<file path="src/rtl/wb_select_unit_if.sv">
// Instruction, load-data and writeback signals of wb_select_unit.
// master = instruction/memory source, slave = wb_select_unit.
interface wb_select_unit_if #(
  parameter int DATA_W = 32,
  parameter int REG_AW = 5
);
  logic              in_valid;
  logic              in_ready;
  logic              mem_en;
  logic              mem_wen;
  logic [DATA_W-1:0] alu_result;
  logic [REG_AW-1:0] rd;
  logic              reg_wen;
  logic [1:0]        ld_size;
  logic              ld_unsigned;
  logic [DATA_W-1:0] mem_rdata;
  logic              mem_rvalid;
  logic              wb_valid;
  logic              wb_wen;
  logic [REG_AW-1:0] wb_rd;
  logic [DATA_W-1:0] wb_data;

  modport master (
    output in_valid, mem_en, mem_wen, alu_result, rd, reg_wen, ld_size,
           ld_unsigned, mem_rdata, mem_rvalid,
    input  in_ready, wb_valid, wb_wen, wb_rd, wb_data
  );

  modport slave (
    input  in_valid, mem_en, mem_wen, alu_result, rd, reg_wen, ld_size,
           ld_unsigned, mem_rdata, mem_rvalid,
    output in_ready, wb_valid, wb_wen, wb_rd, wb_data
  );
endinterface

</file>
<file path="src/rtl/wb_select_unit.sv">
// Writeback select: ALU results pass straight through, loads are lane-extracted and extended.
// Optional load timeout (ld_err) is compiled in with WB_LOAD_TIMEOUT_EN.
module wb_select_unit #(
  parameter int DATA_W  = 32,
  parameter int REG_AW  = 5,
  parameter int TIMEOUT = 15
) (
  input  logic            clk,
  input  logic            rst,
  wb_select_unit_if.slave bus,
  output logic            ld_err
);
  // state    | meaning
  // IDLE     | ready to accept an instruction
  // WAIT_MEM | load accepted, waiting for mem_rvalid
  // DONE     | one-cycle writeback pulse on wb_valid
  typedef enum logic [1:0] {IDLE, WAIT_MEM, DONE} state_t;

  localparam int OFF_W = $clog2(DATA_W / 8);

  if ((DATA_W != 32 && DATA_W != 64) || TIMEOUT < 1) begin : g_param_check
    $error("wb_select_unit: unsupported DATA_W or TIMEOUT");
  end

  state_t            state_q, state_d;
  logic [REG_AW-1:0] rd_q, rd_d;
  logic              reg_wen_q, reg_wen_d;
  logic [1:0]        ld_size_q, ld_size_d;
  logic              ld_unsigned_q, ld_unsigned_d;
  logic [OFF_W-1:0]  lane_q, lane_d;
  logic              wb_valid_q, wb_valid_d;
  logic              wb_wen_q, wb_wen_d;
  logic [REG_AW-1:0] wb_rd_q, wb_rd_d;
  logic [DATA_W-1:0] wb_data_q, wb_data_d;
  logic [OFF_W-1:0]  lane_mask, lane;
  logic [DATA_W-1:0] shifted, load_data;
`ifdef WB_LOAD_TIMEOUT_EN
  localparam int CNT_W = $clog2(TIMEOUT + 1);
  logic [CNT_W-1:0]  cnt_q, cnt_d;
  logic              ld_err_q, ld_err_d;
`endif

  // Lane offset aligned down to the access size, then little-endian extract.
  always_comb begin
    lane_mask = '1;
    for (int i = 0; i < OFF_W; i++) begin
      if (i < int'(ld_size_q)) lane_mask[i] = 1'b0;
    end
    lane    = lane_q & lane_mask;
    shifted = bus.mem_rdata >> {lane, 3'b000};
    case (ld_size_q)
      2'd0: begin
        if (ld_unsigned_q) load_data = DATA_W'(shifted[7:0]);
        else               load_data = DATA_W'($signed(shifted[7:0]));
      end
      2'd1: begin
        if (ld_unsigned_q) load_data = DATA_W'(shifted[15:0]);
        else               load_data = DATA_W'($signed(shifted[15:0]));
      end
      2'd2: begin
        if (ld_unsigned_q) load_data = DATA_W'(shifted[31:0]);
        else               load_data = DATA_W'($signed(shifted[31:0]));
      end
      default: load_data = bus.mem_rdata;
    endcase
  end

  always_comb begin
    state_d       = state_q;
    rd_d          = rd_q;
    reg_wen_d     = reg_wen_q;
    ld_size_d     = ld_size_q;
    ld_unsigned_d = ld_unsigned_q;
    lane_d        = lane_q;
    wb_valid_d    = 1'b0;
    wb_wen_d      = 1'b0;
    wb_rd_d       = wb_rd_q;
    wb_data_d     = wb_data_q;
`ifdef WB_LOAD_TIMEOUT_EN
    cnt_d         = cnt_q;
    ld_err_d      = ld_err_q;
`endif
    case (state_q)
      IDLE: begin
        if (bus.in_valid) begin
          rd_d          = bus.rd;
          reg_wen_d     = bus.reg_wen;
          ld_size_d     = bus.ld_size;
          ld_unsigned_d = bus.ld_unsigned;
          lane_d        = bus.alu_result[OFF_W-1:0];
          if (bus.mem_en && !bus.mem_wen) begin
            state_d = WAIT_MEM;
`ifdef WB_LOAD_TIMEOUT_EN
            cnt_d   = '0;
`endif
          end else begin
            // Non-load with mem_en set is a store: never writes the register file.
            state_d    = DONE;
            wb_valid_d = 1'b1;
            wb_wen_d   = bus.reg_wen && !bus.mem_en;
            wb_rd_d    = bus.rd;
            wb_data_d  = bus.alu_result;
          end
        end
      end
      WAIT_MEM: begin
        if (bus.mem_rvalid) begin
          state_d    = DONE;
          wb_valid_d = 1'b1;
          wb_wen_d   = reg_wen_q;
          wb_rd_d    = rd_q;
          wb_data_d  = load_data;
        end
`ifdef WB_LOAD_TIMEOUT_EN
        else if (cnt_q == CNT_W'(TIMEOUT - 1)) begin
          state_d    = DONE;
          wb_valid_d = 1'b1;
          wb_rd_d    = rd_q;
          wb_data_d  = '0;
          ld_err_d   = 1'b1;
        end else begin
          cnt_d = cnt_q + CNT_W'(1);
        end
`endif
      end
      DONE:    state_d = IDLE;
      default: state_d = IDLE;
    endcase
  end

  always_ff @(posedge clk) begin
    if (rst) begin
      state_q       <= IDLE;
      rd_q          <= '0;
      reg_wen_q     <= 1'b0;
      ld_size_q     <= 2'd0;
      ld_unsigned_q <= 1'b0;
      lane_q        <= '0;
      wb_valid_q    <= 1'b0;
      wb_wen_q      <= 1'b0;
      wb_rd_q       <= '0;
      wb_data_q     <= '0;
`ifdef WB_LOAD_TIMEOUT_EN
      cnt_q         <= '0;
      ld_err_q      <= 1'b0;
`endif
    end else begin
      state_q       <= state_d;
      rd_q          <= rd_d;
      reg_wen_q     <= reg_wen_d;
      ld_size_q     <= ld_size_d;
      ld_unsigned_q <= ld_unsigned_d;
      lane_q        <= lane_d;
      wb_valid_q    <= wb_valid_d;
      wb_wen_q      <= wb_wen_d;
      wb_rd_q       <= wb_rd_d;
      wb_data_q     <= wb_data_d;
`ifdef WB_LOAD_TIMEOUT_EN
      cnt_q         <= cnt_d;
      ld_err_q      <= ld_err_d;
`endif
    end
  end

  assign bus.in_ready = (state_q == IDLE);
  assign bus.wb_valid = wb_valid_q;
  assign bus.wb_wen   = wb_wen_q;
  assign bus.wb_rd    = wb_rd_q;
  assign bus.wb_data  = wb_data_q;
`ifdef WB_LOAD_TIMEOUT_EN
  assign ld_err = ld_err_q;
`else
  assign ld_err = 1'b0;
`endif
endmodule

</file>
<file path="src/flat_wrapper.sv">
// flat-port wrapper written by rule: the top's interface ports become plain ports
module wb_select_unit_flat 
#(
  parameter int DATA_W  = 32,
  parameter int REG_AW  = 5,
  parameter int TIMEOUT = 15
)
  (clk, rst, ld_err, bus_in_valid, bus_mem_en, bus_mem_wen, bus_alu_result, bus_rd, bus_reg_wen, bus_ld_size, bus_ld_unsigned, bus_mem_rdata, bus_mem_rvalid, bus_in_ready, bus_wb_valid, bus_wb_wen, bus_wb_rd, bus_wb_data);
  wb_select_unit_if #(.DATA_W(DATA_W), .REG_AW(REG_AW)) bus_i ();
  input  logic clk;
  input  logic rst;
  output logic ld_err;
  input wire logic [$bits(bus_i.in_valid)-1:0] bus_in_valid;
  input wire logic [$bits(bus_i.mem_en)-1:0] bus_mem_en;
  input wire logic [$bits(bus_i.mem_wen)-1:0] bus_mem_wen;
  input wire logic [$bits(bus_i.alu_result)-1:0] bus_alu_result;
  input wire logic [$bits(bus_i.rd)-1:0] bus_rd;
  input wire logic [$bits(bus_i.reg_wen)-1:0] bus_reg_wen;
  input wire logic [$bits(bus_i.ld_size)-1:0] bus_ld_size;
  input wire logic [$bits(bus_i.ld_unsigned)-1:0] bus_ld_unsigned;
  input wire logic [$bits(bus_i.mem_rdata)-1:0] bus_mem_rdata;
  input wire logic [$bits(bus_i.mem_rvalid)-1:0] bus_mem_rvalid;
  output wire logic [$bits(bus_i.in_ready)-1:0] bus_in_ready;
  output wire logic [$bits(bus_i.wb_valid)-1:0] bus_wb_valid;
  output wire logic [$bits(bus_i.wb_wen)-1:0] bus_wb_wen;
  output wire logic [$bits(bus_i.wb_rd)-1:0] bus_wb_rd;
  output wire logic [$bits(bus_i.wb_data)-1:0] bus_wb_data;
  assign bus_i.in_valid = bus_in_valid;
  assign bus_i.mem_en = bus_mem_en;
  assign bus_i.mem_wen = bus_mem_wen;
  assign bus_i.alu_result = bus_alu_result;
  assign bus_i.rd = bus_rd;
  assign bus_i.reg_wen = bus_reg_wen;
  assign bus_i.ld_size = bus_ld_size;
  assign bus_i.ld_unsigned = bus_ld_unsigned;
  assign bus_i.mem_rdata = bus_mem_rdata;
  assign bus_i.mem_rvalid = bus_mem_rvalid;
  assign bus_in_ready = bus_i.in_ready;
  assign bus_wb_valid = bus_i.wb_valid;
  assign bus_wb_wen = bus_i.wb_wen;
  assign bus_wb_rd = bus_i.wb_rd;
  assign bus_wb_data = bus_i.wb_data;
  wb_select_unit #(.DATA_W(DATA_W), .REG_AW(REG_AW), .TIMEOUT(TIMEOUT)) u_core (.clk(clk), .rst(rst), .bus(bus_i), .ld_err(ld_err));
endmodule
</file>
<file path="config.mk">
export PLATFORM = sky130hd
export DESIGN_NAME = wb_select_unit_flat
export DESIGN_NICKNAME = d
export VERILOG_FILES = /design/src/rtl/wb_select_unit_if.sv /design/src/rtl/wb_select_unit.sv /design/src/flat_wrapper.sv
export SDC_FILE = /design/constraint.sdc
export NUM_CORES = 1
export LEC_CHECK = 0
export ABC_AREA = 1
export ABC_CLOCK_PERIOD_IN_PS = 2600
export BUFFER_PORTS_ARGS = -buffer_cell sky130_fd_sc_hd__buf_2
export CAP_MARGIN = 20
export CORE_ASPECT_RATIO = 0.5
export CORE_MARGIN = 10
export CORE_UTILIZATION = 40
export CTS_BUF_LIST = sky130_fd_sc_hd__clkbuf_4 sky130_fd_sc_hd__clkbuf_8 sky130_fd_sc_hd__clkbuf_16
export DETAILED_ROUTE_END_ITERATION = 10
export PLACE_DENSITY = 0.67
export SYNTH_ARGS = -nofsm -noshare
export SYNTH_HDL_FRONTEND = slang
export SYNTH_SLANG_ARGS = --single-unit
</file>
<file path="constraint.sdc">
create_clock -name clk -period 2.6 [get_ports clk]
set_input_delay 0.13 -clock clk [delete_from_list [all_inputs] [get_ports clk]]
set_output_delay 0.13 -clock clk [all_outputs]
set_load 0.02 [all_outputs]
</file>
==> results.json, run 1 <==
{
  "holdCritPathClass": "primary input to flip-flop",
  "globalplace.congestion": 0.898,
  "antenna_left": 0,
  "maxCapViolCount": 0,
  "drc": 0,
  "min_to": "u_core.reg_wen_q",
  "min-delay-start": "rst",
  "yosysUniqueCellTypes": 29,
  "synth_top_area_share": 0.330,
  "initial_core_util": 0.422,
  "end_kind": "flip-flop",
  "fill_cells": 811,
  "setup_viol": 0,
  "r2r_end": "u_core.bus.wb_data[8]",
  "cts_buffer_depth": 2,
  "total_power_mw": 2.23,
  "cts_setup_buffers": 0,
  "syn2layout_area_growth_pct": 23.1,
  "post-dp-hpwl_mm": 7.91,
  "ctsResizeCount": 0,
  "hold_depth": 2,
  "synth_nets": 560,
  "syn_inst": 481,
  "yosysSeqAreaShare": 0.330,
  "viasPerCell": 4.99,
  "path_class": "flip-flop to flip-flop",
  "arrival_ps": 2200,
  "synth_ff_type": "dfxtp_1",
  "hold_violations": 0,
  "nNetsFinal": 659,
  "worstMarginPinSlew_ps": 747,
  "die_width_um": 146,
  "drtIter0Drc": 272,
  "crit_fanout": 24,
  "cts.sinks": 52,
  "ir_worst_vdd_uv": 292,
  "ys_ff_latch": 52,
  "wl_per_cell_um": 15.3,
  "cts_tree": "yes",
  "clkSlewWorstSetupHoldPaths_ps": 70,
  "fin_crit_ps": 1980,
  "status": "finished, final reports clean",
  "antenna_found_initial": 0,
  "clk_latency_ps": 300,
  "skew_ps": 9.26,
  "cts_made_buffers": 5,
  "grt_setup_unrepaired": "false",
  "grt_max_degree": 48,
  "synth_top_area_cell": "dfxtp_1",
  "ios": 120,
  "cts_root_buf": "clkbuf_16",
  "vias": 3446,
  "synth_warnings": 0,
  "p_per_area_nw_per_um2": 574,
  "die_y_um": 82.8,
  "final_max_slew_viol_count": 0,
  "leakagePower_nw": 2.00,
  "io_buffers": 118,
  "core_um2": 7490,
  "cp-startpoint": "u_core.state_q[0]",
  "dieArea_um2": 12100,
  "slew_headroom": 0.501,
  "syn_area_per_cell_um2": 6.57,
  "grt_pass1_wl_mm": 17.0,
  "synth_top_cells_by_area": "dfxtp_1, nand2_1, a21oi_1",
  "setup_tns_ps": 0,
  "layout_common_cells": "buf_2, nand2_1, a21oi_1",
  "min_period_over_period": 0.760,
  "gr-total-overflow": 0,
  "ctsHoldBuffers": 0,
  "layout_commonest_cell": "buf_2",
  "wl_mm": 10.5,
  "rows": 22,
  "cts.htree.levels": 2,
  "drive_gt1_frac": 0.284,
  "grt_usage": 0.167,
  "startpoint_type": "flip-flop",
  "regToRegStartpoint": "u_core.state_q[0]",
  "rrSetupSlack_ps": 620,
  "reg2reg_depth": 7,
  "synth_edf_count": 0,
  "firstDrtPassIters": 4,
  "crit_required_ps": 2820,
  "grt_pass1_vias": 3283,
  "syn-cell-area_um2": 3160,
  "fmax_ghz": 0.506,
  "async_flop_share": 0
}
-- worst max-delay path by stage --
stage | to | slack (ps)
after global routing | u_core.bus.wb_data[8] | 430
after global placement | u_core.bus.wb_data[9] | 740
after detailed placement | u_core.bus.wb_data[31] | 740
after floorplan | u_core.bus.wb_data[18] | 1230
final | u_core.bus.wb_data[8] | 620
after CTS | u_core.bus.wb_data[8] | 710
-- flip-flops by register name (all words and copies together) (netlist names) --
signal,cells
u_core.bus.wb_wen,1
u_core.ld_unsigned_q,1
u_core.reg_wen_q,1
u_core.bus.wb_rd,5
u_core.ld_size_q,2
u_core.bus.wb_data,32
u_core.bus.wb_valid,1
u_core.lane_q,2
u_core.state_q,2
u_core.rd_q,5
-- cell type report --
class                      instances  area, um^2  share of cell area
sequential                        52        1040               0.268
multi-input combinational        350        1750               0.450
inverter                          48         183              0.0470
clock buffer                       6         133              0.0341
antenna                            1        2.50            0.000644
timing repair buffer             123         628               0.162
tap                              108         135              0.0347
clock inverter                     2        16.3             0.00418
-- layer usage --
metal,vias to the layer above,global-route usage,wire length [um],part of all wire
li1,1786,-,-,-
met4,0,0.0326,74,0.0070
met1,1550,0.225,5090,0.48
met2,103,0.257,4590,0.44
met5,-,0,0,0
met3,7,0.0476,765,0.073
-- cells in the mapped netlist, types with 6 or more instances --
cell	instances
a21oi_2	9
o211ai_1	15
inv_1	44
buf_2	12
nand2_1	117
dfxtp_1	52
clkbuf_1	11
o21ai_0	56
a31oi_1	6
a21oi_1	75
o211ai_2	6
nand3_1	8
nor2_1	39
-- through the flow --
step           hold WS (ps)  setup WS [ps]  utilization  instance area [um^2]  cells
2_1_floorplan           199           1230            -                  3160    481
3_3_place_gp            365            742        0.499                  3740    681
3_5_place_dp            370            737        0.499                  3740    681
4_1_cts                57.6            710        0.519                  3890    689
5_1_grt                63.9            425        0.519                  3890    689
6_report               58.1            624        0.519                  3890    690
-- cells by family (layout without fill, tap and decap cells) --
group	after synthesis	in the layout	share of synthesized area
other	1	2	0.00119
buffers and inverters	79	179	0.116
AOI/OAI and AO/OA	174	174	0.321
and+or+nand+nor	175	175	0.232
DFF	52	52	0.330
-- power by group --
part           total (mW)  switching, mW  internal [mW]
logic               0.649          0.431          0.218
clock network       0.672          0.302          0.370
registers           0.910         0.0376          0.872
-- critical path, cell delays in order, from the launching register on --
cell and delay, ps:
dfxtp_1 330, inv_2 40, nor2_2 570, inv_1 290, buf_4 310, a21oi_1 160
nand2_1 80, a21oi_1 110
Note: power is estimated with default switching activity, not from simulation.
==> run 2, diff against run 1 <==
--- a/config.mk
+++ b/config.mk
@@ -6,7 +6,7 @@
 export NUM_CORES = 1
 export LEC_CHECK = 0
 export ABC_AREA = 1
-export ABC_CLOCK_PERIOD_IN_PS = 2600
+export ABC_CLOCK_PERIOD_IN_PS = 2000
 export BUFFER_PORTS_ARGS = -buffer_cell sky130_fd_sc_hd__buf_2
 export CAP_MARGIN = 20
 export CORE_ASPECT_RATIO = 0.5
==> constraint.sdc (replaced) <==
create_clock -name clk -period 2 [get_ports clk]
set_input_delay 0.1 -clock clk [delete_from_list [all_inputs] [get_ports clk]]
set_output_delay 0.1 -clock clk [all_outputs]
set_load 0.02 [all_outputs]
==> run 2 against run 1 <==
Effect of this change:
- final cell count rose by 0.14%
- register-to-register slack lost 420 ps
- clock skew down 1.6 ps
- via count increased by 0.67%
- hold slack worse by 36 ps
- sequential cell count unchanged
- utilization up 0.47 points
- non-clock buffer count rose by 2
- clock power grew 50%
- wire length is 2.0% lower
- critical path depth rose by 2
- combinational power grew 30%
- highest routed layer unchanged
==> results.json, run 2 (synthesis gave the netlist of run 1 again) <==
{
  "use_met2": 0.257,
  "drtIter0Drc": 288,
  "crit_fanout": 24,
  "gr-total-overflow": 0,
  "vias": 3469,
  "nNetsFinal": 661,
  "antenna_left": 0,
  "grt_max_degree": 43,
  "met1_usage": 0.222,
  "clk_latency_ps": 300,
  "fin_crit_ps": 1790,
  "cts_buffer_depth": 2,
  "leakagePower_nw": 2.03,
  "die_y_um": 82.8,
  "holdCritPathClass": "primary input to flip-flop",
  "status": "finished, final reports clean",
  "dieArea_um2": 12100,
  "min_period_over_period": 0.896,
  "globalplace.congestion": 0.910,
  "antenna_found_initial": 0,
  "setup_viol": 0,
  "p_per_area_nw_per_um2": 773,
  "crit_required_ps": 2190,
  "end_kind": "flip-flop",
  "cts.htree.levels": 2,
  "final_util": 0.524,
  "grt_pass1_vias": 3352,
  "syn2layout_area_growth_pct": 24.2,
  "initial_core_util": 0.422,
  "layout_commonest_cell": "buf_2",
  "largest_register_ffs": 32,
  "clkSlewWorstSetupHoldPaths_ps": 70,
  "firstDrtPassIters": 5,
  "cts_tree": "yes",
  "ios": 120,
  "grt_use_met3": 0.0438,
  "ir_worst_vdd_uv": 336,
  "path_class": "flip-flop to flip-flop",
  "drc": 0,
  "cts_root_buf": "clkbuf_16",
  "worstMarginPinSlew_ps": 981,
  "cts_setup_buffers": 0,
  "arrival_ps": 1980,
  "antenna_cells": 0,
  "drive_gt1_frac": 0.286,
  "rows": 22,
  "skew_ps": 7.63,
  "maxCapViolCount": 0,
  "fmax_ghz": 0.558,
  "viasPerCell": 5.02,
  "wl_per_cell_um": 14.9,
  "hold_violations": 0,
  "slew_headroom": 0.345,
  "ctsResizeCount": 0,
  "cts_made_buffers": 5,
  "ctsHoldBuffers": 0,
  "core_um2": 7490,
  "grt_pass1_wl_mm": 17.0,
  "setup_tns_ps": 0,
  "final_max_slew_viol_count": 0,
  "post-dp-hpwl_mm": 7.89,
  "grt_setup_unrepaired": "false",
  "startpoint_type": "flip-flop",
  "die_width_um": 146,
  "io_buffers": 118,
  "busiest_layer": "met2",
  "layout_common_cells": "buf_2, nand2_1, a21oi_1",
  "cts.sinks": 52,
  "grt_usage": 0.166,
  "wl_mm": 10.3
}
==> run 2: area by class of cell <==
cell class                 count  area [um^2]
sequential                    52         1040
tap                          108          135
fill                         799         3560
multi-input combinational    350         1750
inverter                      48          183
timing repair buffer         125          643
clock inverter                 2         38.8
clock buffer                   6          133
==> run 2: critical path, cell delays in order, from the launching register on <==
cell and delay, ps:
dfxtp_1 420, inv_2 90, nand2_4 210, inv_4 100, nand3_1 110, nand3_2 80, nand2_2 370, nand2_1 110
nand2_1 110, a21oi_1 70
==> run 2: final timing paths <==
kind | from | to | slack, ps | cells past startpoint
hold reg to reg | u_core.reg_wen_q | u_core.reg_wen_q | 470 | 2
setup / recovery | u_core.ld_size_q[1] | u_core.bus.wb_data[22] | 210 | 9
hold / removal | bus_ld_unsigned | u_core.ld_unsigned_q | 20 | 3
setup reg to reg | u_core.ld_size_q[1] | u_core.bus.wb_data[22] | 210 | 9
==> run 2: power by group <==
part	leakage, nW	switching, mW	internal [mW]
registers	0.430	0.0488	1.13
clock network	0.0849	0.397	0.610
logic	1.51	0.555	0.287
total	2.03	1.00	2.03
==> run 2: stage by stage <==
stage	setup WS (ps)	power [mW]	area (um^2)	hold slack, ps	std cells
3_5_place_dp	246	2.04	3750	335	683
2_1_floorplan	628	1.80	3160	169	481
4_1_cts	233	3.05	3920	21.8	691
3_3_place_gp	286	2.04	3750	323	683
5_1_grt	42.6	3.21	3920	21.8	691
6_report	209	3.03	3920	21.9	691
==> run 2: per-layer routing <==
layer	routed length (um)	vias to the layer above
met5	0	-
met3	723	10
met2	4530	107
met4	102	0
met1	4960	1560
li1	-	1792
